`config.mk`:
```
export PLATFORM = sky130hd
export DESIGN_NAME = reg_dump_unit
export DESIGN_NICKNAME = d
export VERILOG_FILES = /design/src/rtl/reg_dump_pkg.sv /design/src/rtl/reg_dump_unit.sv
export SDC_FILE = /design/constraint.sdc
export NUM_CORES = 1
export LEC_CHECK = 0
export ABC_AREA = 1
export CORE_MARGIN = 8
export CORE_UTILIZATION = 41
export DETAILED_ROUTE_END_ITERATION = 8
export PLACE_DENSITY_LB_ADDON = 0.12
export SLEW_MARGIN = 15
export SYNTH_ARGS = -nofsm -noshare
export SYNTH_HDL_FRONTEND = slang
export SYNTH_SLANG_ARGS = --single-unit
```
`constraint.sdc`:
```
create_clock -name clock -period 2.2 [get_ports clock]
set_clock_uncertainty 0.15 [all_clocks]
set_input_delay 0.44 -clock clock [delete_from_list [all_inputs] [get_ports clock]]
set_output_delay 0.44 -clock clock [all_outputs]
set_load 0.01 [all_outputs]
```
`src/rtl/reg_dump_pkg.sv`:
```
// Shared definitions for the register-file dump walker: FSM state encoding
// and the default geometry of the register file being walked.
package reg_dump_pkg;

    localparam int DEFAULT_NUM_REGS   = 32;
    localparam int DEFAULT_ADDR_WIDTH = 5;
    localparam int DEFAULT_DATA_WIDTH = 32;

    typedef enum logic [1:0] {
        ST_IDLE   = 2'd0,
        ST_READ   = 2'd1,
        ST_SEND   = 2'd2,
        ST_FINISH = 2'd3
    } dump_state_t;

endpackage : reg_dump_pkg

```
`src/rtl/reg_dump_unit.sv`:
```
// Walks a register file one entry at a time and presents each index/value
// pair on a valid/ready stream; pulses done after the last entry is taken.
module reg_dump_unit
    import reg_dump_pkg::*;
#(
    parameter int NUM_REGS   = DEFAULT_NUM_REGS,
    parameter int ADDR_WIDTH = DEFAULT_ADDR_WIDTH,
    parameter int DATA_WIDTH = DEFAULT_DATA_WIDTH,
    parameter int SKIP_ZERO  = 1
) (
    input  logic                  clock,
    input  logic                  reset,
    input  logic                  start,
    input  logic                  abort,
    output logic [ADDR_WIDTH-1:0] rf_read_addr,
    input  logic [DATA_WIDTH-1:0] rf_read_data,
    output logic                  dump_valid,
    input  logic                  dump_ready,
    output logic [ADDR_WIDTH-1:0] dump_index,
    output logic [DATA_WIDTH-1:0] dump_data,
    output logic                  busy,
    output logic                  done
);

    localparam logic [ADDR_WIDTH-1:0] FIRST_IDX = (SKIP_ZERO != 0) ? ADDR_WIDTH'(1) : '0;
    localparam logic [ADDR_WIDTH-1:0] LAST_IDX  = ADDR_WIDTH'(NUM_REGS - 1);

    dump_state_t           state;
    dump_state_t           next_state;
    logic [ADDR_WIDTH-1:0] index;
    logic                  load_index;
    logic                  advance_index;
    logic                  capture;
    logic                  handshake;
    logic                  at_last;

    assign at_last    = (index == LAST_IDX);
    assign handshake  = dump_valid && dump_ready;

    // Outputs decode directly from state so reset clears them without a clock.
    assign rf_read_addr = index;
    assign dump_valid   = (state == ST_SEND);
    assign busy         = (state != ST_IDLE);
    assign done         = (state == ST_FINISH);

    always_comb begin
        next_state    = state;
        load_index    = 1'b0;
        advance_index = 1'b0;
        capture       = 1'b0;
        case (state)
            ST_IDLE: begin
                // abort outranks start even while idle
                if (start && !abort) begin
                    next_state = ST_READ;
                    load_index = 1'b1;
                end
            end
            ST_READ: begin
                if (abort) begin
                    next_state = ST_IDLE;
                end else begin
                    next_state = ST_SEND;
                    capture    = 1'b1;
                end
            end
            ST_SEND: begin
                if (abort) begin
                    next_state = ST_IDLE;
                end else if (handshake) begin
                    if (at_last) begin
                        next_state = ST_FINISH;
                    end else begin
                        next_state    = ST_READ;
                        advance_index = 1'b1;
                    end
                end
            end
            ST_FINISH: begin
                next_state = ST_IDLE;
            end
            default: begin
                next_state = ST_IDLE;
            end
        endcase
    end

    always_ff @(posedge clock or posedge reset) begin
        if (reset) begin
            state      <= ST_IDLE;
            index      <= '0;
            dump_index <= '0;
            dump_data  <= '0;
        end else begin
            state <= next_state;
            if (load_index) begin
                index <= FIRST_IDX;
            end else if (advance_index) begin
                index <= index + ADDR_WIDTH'(1);
            end
            // The read port is combinational, so the entry is latched as READ exits.
            if (capture) begin
                dump_index <= index;
                dump_data  <= rf_read_data;
            end
        end
    end

endmodule : reg_dump_unit

```
==> key figures, run 1 <==
Timing
  • Worst slew pin tran: 0.320 ns
  • Fin crit period: 2.06 ns
  • Pins Over Slew Limit: 0
  • Unrepaired setup endpoints after global routing: no
  • Relative slew slack: 78.6%
  • Post-route clock period utilization: 93.5%
  • Setup TNS: 0 ns
  • Fmax: 0.486 GHz
  • Final setup fails: 0
  • Hold Violations, Final: 0

Die
  • Starting density of the core: 41.8%
  • Io pins: 82
  • Die height: 82.2 um
  • Core area: 4290 um2
  • Die area: 6760 um2
  • Row count: 24
  • Die width: 82.2 um

Detailed routing
  • Post-route ant nets: 0
  • DR iter-0 viols: 82
  • Vias per inst: 4.57
  • DRC violations left: 0
  • Final wirelength: 4460 um
  • Via Count: 1585
  • DR WL/cell: 12.9 um
  • Drt pass-1 iters: 3

Clocking
  • Post-CTS sizing: 0
  • Clock buffer depth: 2
  • Htree depth: 2
  • CTS sink cnt: 44
  • Clock buffer count from CTS: 5
  • Cts hold-fix bufs: 0
  • CTS clock-pin slew for the worst setup and hold paths: 0.08 ns
  • CTS tree: done
  • Setup Fix Bufs, Post-CTS: 0
  • Clk Latency, worst-skew pair: 0.29 ns
  • Root Buffer: clkbuf_8

Run
  • Maxcap violations: 0

Setup path
  • Critical path class: reg -> out
  • CP delay by family, top: buffers and inverters
  • Startpoint types: register
  • Critical Path AT: 1.47 ns
  • Slowest CP cell: clkdlybuf4s50_1
  • Worst Path Max Fanout: 6
  • R2R depth: 9
  • Critical path buffers and inverters: 2
  • Slowest stage delay, CP: 0.47 ns
  • Critical Path, Cell by Cell: nor2_1, inv_1, clkdlybuf4s50_1
  • Crit path depth: 3
  • Critical Path RT: 1.61 ns
  • Worst setup EP type: primary output

Power and ir drop
  • Static leakage: 1.40 nW
  • Power per cell area: 805 nW/um2
  • Peak VDD IR: 405 uV
  • Pwr Total: 2.24 mW

Yosys
  • Adder-Cell Fraction of Synth Area: 1.39%
  • Syn nets: 249
  • Post-synthesis mux area share: 0%
  • Synth Area per Inst: 8.56 um2
  • Syn. warnings: 0
  • Simple-gate share of the synthesized area: 30.7%
  • Main combinational cell family by area after synthesis: simple AND/OR/NAND/NOR gates
  • Cells after synthesis: 210
  • Library cells used by synthesis: 14
  • Area of the mapped netlist: 1800 um2
  • Post-synthesis xor/xnor area fraction: 0.487%
  • Part of the Yosys area used for sequential elements: 61.3%
  • Seq cells post-synth: 44
  • Synth Area in Compound Gates: 1.67%

Global route
  • Overflow after GRT: 0
  • First-pass GRT wire length: 7160 um
  • Total GRT Usage: 13.7%
  • Vias in the first global route: 1516
  • Largest net degree at the start of global routing: 45
  • Initial antenna violation count: 0

Cells and area
  • Layout Cells excl Fill: 347
  • Antenna cells: 0
  • Most common cell after layout, fill and taps aside: nand2_1
  • FILL cells: 383
  • Synthesis-to-finish area growth: 54.9%
  • Share of post-route cells with drive strength above 1: 4.75%
  • Fin nets: 334
  • Commonest non-fill, non-tap cells in the layout: nand2_1 (121), clkdlybuf4s50_1 (81), dfrtp_1 (44)

Placed design
  • I/O Buffers: 81
  • Placed instance count: 340
  • DPL Wire Length: 3310 um
  • RD Place Congestion: 0.744

Outcome
  • Outcome: finished clean

Hold path
  • Hold Path Depth: 2
  • Worst hold path class: reg -> reg
[where the power goes]
| part | internal (mW) | switching (mW) | total (mW) | leakage (nW) |
|---|---|---|---|---|
| combinational | 0.417 | 0.295 | 0.711 | 0.799 |
| sequential | 0.974 | 0.0947 | 1.07 | 0.558 |
| clock | 0.216 | 0.244 | 0.460 | 0.0410 |
[metrics by stage]
stage                     hold slack, ns  setup slack [ns]  cell area, um2  util, %
after detailed placement           0.308             0.363            2710     63.0
final                              0.324             0.143            2780     64.8
after global placement             0.304             0.376            2710     63.0
after floorplan                    0.359             0.566            1800        -
after global routing               0.346            0.0426            2780     64.8
after CTS                          0.327            0.0845            2780     64.8
[cells in the mapped netlist (all sizes together)]
master  instances  area [um2]
nand4           1        6.26
inv            12        45.0
a21oi           1        5.00
xor2            1        8.76
nand2         121         454
nor2            4        15.0
buf             7        35.0
nand3          12        60.1
o211ai          2        15.0
ha              2        25.0
nor3            1        16.3
o21ai           2        10.0
dfrtp          44        1100
[registers in the layout (all words and copies together) (netlist names)]
| name | cells |
|---|---|
| dump_index | 5 |
| state | 2 |
| rf_read_addr | 5 |
| dump_data | 32 |
[worst paths after layout]
check                                 from              end  slack (ns)
min in group asynchronous            reset    dump_data[12]        0.34
hold reg to reg               dump_data[7]     dump_data[7]        0.32
setup reg to reg           rf_read_addr[0]  rf_read_addr[2]        0.41
hold / removal                dump_data[7]     dump_data[7]        0.32
setup / recovery                  state[1]             busy        0.14
max in group asynchronous            reset    dump_data[29]        1.35
[metal layers]
layer,wire length (um),vias to the layer above,global-route usage (%)
met5,0,-,0
met4,78,0,5.61
met3,356,8,4.87
met2,2110,49,22.2
met1,1910,715,16.0
li1,-,813,-
[final cells by class]
cell class | instances | area, um2 | area share, %
Clock buffer | 6 | 72.6 | 2.61
Clock inverter | 1 | 5.00 | 0.180
Inverter | 12 | 45.0 | 1.62
Multi-Input combinational cell | 147 | 616 | 22.1
Sequential cell | 44 | 1100 | 39.6
Tap cell | 52 | 65.1 | 2.34
Timing Repair Buffer | 85 | 878 | 31.6
[worst register-to-register path, delay by kind of cell (launching register included)]
family | cells | cell delay (ns)
flip-flops | 1 | 0.45
AND/OR/NAND/NOR | 6 | 0.66
adder cells (fa/ha/maj) | 2 | 0.42
buffers and inverters | 1 | 0.07
[cells by family (layout without fill, tap and decap cells)]
group           Yosys count  in the layout
simple gates            139            139
flops                    44             44
buf+inv                  19            104
compound gates            5              5
fa+ha+maj                 2              2
xor+xnor                  1              1
Note: power is estimated with default switching activity, not from simulation.
==> run 2: changes to the inputs <==
Settings changed: MAX_ROUTING_LAYER set to met4.
==> key figures, run 2 (synthesis results as in run 1) <==
Cells and area
  • Most common cell after layout, fill and taps aside: nand2_1
  • Synthesis-to-finish area growth: 54.9% (unchanged)
  • Fin nets: 334 (unchanged)
  • Max reg flops: 32 (unchanged)
  • Antenna cells: 0 (unchanged)
  • Finished Core Util: 64.8% (unchanged)
  • Commonest non-fill, non-tap cells in the layout: nand2_1 (121), clkdlybuf4s50_1 (81), dfrtp_1 (44)
  • Share of post-route cells with drive strength above 1: 4.75% (unchanged)
  • Reg with most FFs: dump_data

Timing
  • Pins Over Slew Limit: 0 (unchanged)
  • Fmax: 0.486 GHz (about the same)
  • Setup TNS: 0 ns (unchanged)
  • Relative slew slack: 78.7% (+0.10 points)
  • Unrepaired setup endpoints after global routing: no
  • Fin crit period: 2.06 ns (-0.000714 ns)
  • Hold Violations, Final: 0 (unchanged)
  • Final WS setup: 0.144 ns (+0.000714 ns)
  • Fin Hold WS: 0.324 ns (+0.0000160 ns)
  • Final setup fails: 0 (unchanged)
  • Post-route clock period utilization: 93.5% (about the same)
  • Worst slew pin tran: 0.318 ns (-0.00151 ns)

Setup path
  • Critical Path AT: 1.47 ns (about the same)
  • Slowest CP cell: clkdlybuf4s50_1
  • Startpoint types: register
  • Critical Path, Cell by Cell: nor2_1, inv_1, clkdlybuf4s50_1
  • Critical path class: reg -> out
  • Critical Path RT: 1.61 ns (about the same)
  • Worst setup EP type: primary output
  • Slowest stage delay, CP: 0.47 ns (about the same)
  • Worst Path Max Fanout: 6 (unchanged)

Detailed routing
  • Vias per inst: 4.57 (about the same)
  • Final wirelength: 4470 um (+0.16%)
  • DR WL/cell: 12.9 um (+0.16%)
  • Drt pass-1 iters: 3 (unchanged)
  • DRC violations left: 0 (unchanged)
  • Post-route ant nets: 0 (unchanged)
  • Via Count: 1586 (+0.063%)
  • DR iter-0 viols: 82 (unchanged)

Die
  • Row count: 24 (unchanged)
  • Io pins: 82 (unchanged)
  • Die area: 6760 um2 (unchanged)
  • Die width: 82.2 um (unchanged)
  • Die height: 82.2 um (unchanged)
  • Starting density of the core: 41.8% (unchanged)
  • Core area: 4290 um2 (unchanged)

Clocking
  • Clock buffer count from CTS: 5 (unchanged)
  • Htree depth: 2 (unchanged)
  • CTS clock-pin slew for the worst setup and hold paths: 0.08 ns (about the same)
  • CTS sink cnt: 44 (unchanged)
  • Cts hold-fix bufs: 0 (unchanged)
  • Clk Latency, worst-skew pair: 0.29 ns (about the same)
  • CTS tree: done
  • Root Buffer: clkbuf_8
  • Clock buffer depth: 2 (unchanged)

Placed design
  • Pre-CTS setup slack: 0.363 ns (unchanged)
  • DPL Wire Length: 3310 um (unchanged)
  • RD Place Congestion: 0.753 (+1.3%)
  • I/O Buffers: 81 (unchanged)

Power and ir drop
  • Peak VDD IR: 406 uV (+0.25%)
  • Pwr Total: 2.24 mW (about the same)
  • Power per cell area: 805 nW/um2 (about the same)
  • Static leakage: 1.40 nW (unchanged)

Global route
  • First-pass GRT wire length: 7150 um (about the same)
  • Largest net degree at the start of global routing: 45 (unchanged)
  • Initial antenna violation count: 0 (unchanged)
  • Total GRT Usage: 14.1% (+0.46 points)
  • Overflow after GRT: 0 (unchanged)
  • Vias in the first global route: 1520 (+0.26%)

Hold path
  • Worst hold path class: reg -> reg

Outcome
  • Outcome: finished clean

Run
  • Maxcap violations: 0 (unchanged)
run 2: cell counts in the layout (fill, tap and decap cells not counted):
Identical to the previous run, type by type.
run 2: metrics by stage:
step,cells,area [um2]
2_1_floorplan,210,1800
3_5_place_dp,340,2710
3_3_place_gp,340,2710
4_1_cts,347,2780
5_1_grt,347,2780
6_report,347,2780
run 2: cell type report:
| class | instances | area (um2) |
|---|---|---|
| clock buffer | 6 | 72.6 |
| clock inverter | 1 | 5.00 |
| fill | 383 | 1510 |
| inverter | 12 | 45.0 |
| multi-input combinational | 147 | 616 |
| sequential | 44 | 1100 |
| tap | 52 | 65.1 |
| timing repair buffer | 85 | 878 |
run 2: report_power, final:
part / switching (mW) / leakage (nW) / internal (mW) / total [mW]
clock network: 0.244 / 0.0410 / 0.216 / 0.460
logic: 0.295 / 0.799 / 0.417 / 0.712
registers: 0.0946 / 0.558 / 0.974 / 1.07
run 2: path summary, 6_finish.rpt:
check                                start  depth (start not counted)  slack [ns]               to
min in group asynchronous            reset                          3        0.34    dump_data[12]
setup reg to reg           rf_read_addr[0]                          9        0.42  rf_read_addr[2]
setup / recovery                  state[1]                          3        0.14             busy
hold reg to reg               dump_data[7]                          2        0.32     dump_data[7]
hold / removal                dump_data[7]                          2        0.32     dump_data[7]
max in group asynchronous            reset                          3        1.35    dump_data[29]
run 2: repair_timing:
item / CTS / global route
buffers inserted: 0 / 0
setup endpoints to repair: 0 / 1
resized for setup: 0 / 1
run 2: worst max-delay path: cells and delay by family (launching register included):
family | cells | cell delay (ns)
buf+inv | 2 | 0.53
flops | 1 | 0.46
simple gates | 1 | 0.19
run 2: per-layer routing:
layer / GRT usage (%) / wire (um)
met2: 22.2 / 2140
met5: - / 0
met3: 4.76 / 311
met1: 16.2 / 1950
met4: 5.61 / 63
==> run 3: changes to the inputs <==
Settings changed: CORE_UTILIZATION 41 to 55, DONT_BUFFER_PORTS set to 1.
==> key figures, run 3 (synthesis results as in run 1) <==
Setup path
  • Critical path buffers and inverters: 1 (-1)
  • Startpoint types: register
  • Cell repeated most along the worst path: nand2_1
  • CP delay by family, top: simple AND/OR/NAND/NOR gates
  • Slowest stage delay, CP: 0.50 ns (+0.03 ns)
  • Reg2Reg Setup Slack: 0.31 ns (-0.11 ns)
  • Slowest CP cell: dfrtp_1
  • Critical Path, Cell by Cell: ha_1, nand2_1, nor2_1, ha_1, inv_1, nand2_1, nor2_1, nand3_1, nand2_1
  • Worst Path Max Fanout: 6 (unchanged)
  • R2R depth: 9 (unchanged)
  • Critical Path RT: 2.33 ns (+0.72 ns)
  • Worst setup EP type: register
  • Reg-to-Reg Start: rf_read_addr[0]
  • Critical Path AT: 2.02 ns (+0.55 ns)
  • RR Endpoint: rf_read_addr[1]
  • Critical path class: reg -> reg

Placed design
  • DPL Wire Length: 2900 um (-12%)
  • Placed instance count: 248 (-27%)
  • Placed Area: 1820 um2 (-33%)
  • I/O Buffers: 0 (-100%)
  • RD Place Congestion: 0.767 (+1.9%)

Clocking
  • Root Buffer: clkbuf_4
  • CTS sink cnt: 44 (unchanged)
  • Clock buffer depth: 2 (unchanged)
  • Cts hold-fix bufs: 0 (unchanged)
  • Htree depth: 2 (unchanged)
  • CTS tree: done
  • Clock buffer count from CTS: 5 (unchanged)
  • Setup Fix Bufs, Post-CTS: 0 (unchanged)
  • Post-CTS sizing: 0 (unchanged)
  • CTS clock-pin slew for the worst setup and hold paths: 0.12 ns (+0.04 ns)
  • Clk Latency, worst-skew pair: 0.34 ns (+0.05 ns)

Die
  • Core area: 3080 um2 (-28%)
  • Die width: 73.2 um (-11%)
  • Row count: 20 (-17%)
  • Die area: 5350 um2 (-21%)
  • Die height: 73.2 um (-11%)
  • Io pins: 82 (unchanged)
  • Starting density of the core: 58.4% (+17 points)

Timing
  • Fin crit period: 1.89 ns (-0.163 ns)
  • Hold Violations, Final: 0 (unchanged)
  • Pins Over Slew Limit: 0 (unchanged)
  • Fmax: 0.528 GHz (+8.6%)
  • Unrepaired setup endpoints after global routing: no
  • Worst slew pin tran: 0.882 ns (+0.564 ns)
  • Final setup fails: 0 (unchanged)
  • Setup TNS: 0 ns (unchanged)
  • Post-route clock period utilization: 86.1% (-7.4 points)
  • Relative slew slack: 41.1% (-38 points)

Global route
  • Overflow after GRT: 0 (unchanged)
  • Total GRT Usage: 15.5% (+1.3 points)
  • Vias in the first global route: 1273 (-16%)
  • First-pass GRT wire length: 6240 um (-13%)
  • Largest net degree at the start of global routing: 45 (unchanged)
  • Initial antenna violation count: 0 (unchanged)

Detailed routing
  • Final wirelength: 3960 um (-11%)
  • Drt pass-1 iters: 4 (+1)
  • DR iter-0 viols: 85 (+3.7%)
  • DR WL/cell: 15.5 um (+20%)
  • Post-route ant nets: 0 (unchanged)
  • Via Count: 1290 (-19%)
  • Vias per inst: 5.04 (+10%)
  • DRC violations left: 0 (unchanged)

Cells and area
  • Antenna cells: 0 (unchanged)
  • Synthesis-to-finish area growth: 4.81%
  • Commonest non-fill, non-tap cells in the layout: nand2_1 (121), dfrtp_1 (44), nand3_1 (12)
  • Max reg flops: 32 (unchanged)
  • Layout Cells excl Fill: 256 (-26%)
  • Fin nets: 250 (-25%)
  • Final Cell Area: 1880 um2 (-32%)
  • Reg with most FFs: dump_data
  • Share of post-route cells with drive strength above 1: 4.72% (-0.029 points)
  • Most common cell after layout, fill and taps aside: nand2_1

Power and ir drop
  • Int Power: 1.21 mW (-25%)
  • Static leakage: 1.06 nW (-24%)
  • Pwr Total: 1.78 mW (-21%)
  • Switching Power: 572 uW (-9.8%)
  • Peak VDD IR: 610 uV (+50%)
  • Clock power share: 21.7% (+1.2 points)
  • Switch share: 32.2% (+3.9 points)
  • Logic pwr share: 11.8% (-20 points)
  • Power per cell area: 944 nW/um2 (+17%)
  • Sequential power share: 66.5% (+19 points)

Outcome
  • Outcome: finished clean

Run
  • Maxcap violations: 0 (unchanged)

Hold path
  • Worst hold path class: in -> async
-- run 3: cell count changes in the layout (fill, tap and decap cells not counted), sizes merged --
cell           previous run  this run
clkdlybuf4s50            81         0
buf                       4         1
clkbuf                    6         8
clkinv                    1         0
-- run 3: routing by layer --
metal	GRT usage, %	up-vias	share of wire [%]
met5	-	-	0
met4	6.00	0	1.0
met3	7.01	8	12
met2	25.0	55	50
met1	16.1	582	37
li1	-	645	-
-- run 3: final cells by class --
class,instances,area (um2)
inverter,12,45.0
fill,291,1190
multi-input combinational,147,616
sequential,44,1100
clock buffer,8,58.8
tap,44,55.1
timing repair buffer,1,7.51
-- run 3: how the worst max path moves through the flow --
stage | start | to | slack [ns] | cells after the start
CTS | rf_read_addr[0] | rf_read_addr[1] | 0.31 | 9
global placement | rf_read_addr[0] | rf_read_addr[4] | 0.41 | 9
detailed placement | rf_read_addr[0] | rf_read_addr[3] | 0.36 | 9
global route | rf_read_addr[0] | rf_read_addr[2] | 0.09 | 9
finish | rf_read_addr[0] | rf_read_addr[1] | 0.31 | 9
floorplan | rf_read_addr[0] | rf_read_addr[1] | 0.57 | 9
-- run 3: through the flow --
stage	utilization [%]	hold WS, ns	worst slack [ns]
2_1_floorplan	-	0.359	0.566
3_3_place_gp	59.3	0.381	0.412
6_report	61.2	0.00755	0.307
5_1_grt	61.2	0.0469	0.0948
3_5_place_dp	59.3	0.388	0.361
4_1_cts	61.2	0.0206	0.315
-- run 3: power by group through the flow --
stage	Sequential, mW	Clock (mW)	Combinational [mW]
after global routing	1.21	0.428	0.256
final	1.18	0.386	0.209
after detailed placement	1.21	0	0.216
after global placement	1.20	0	0.198
after floorplan	1.16	0	0.177
after CTS	1.19	0.406	0.215
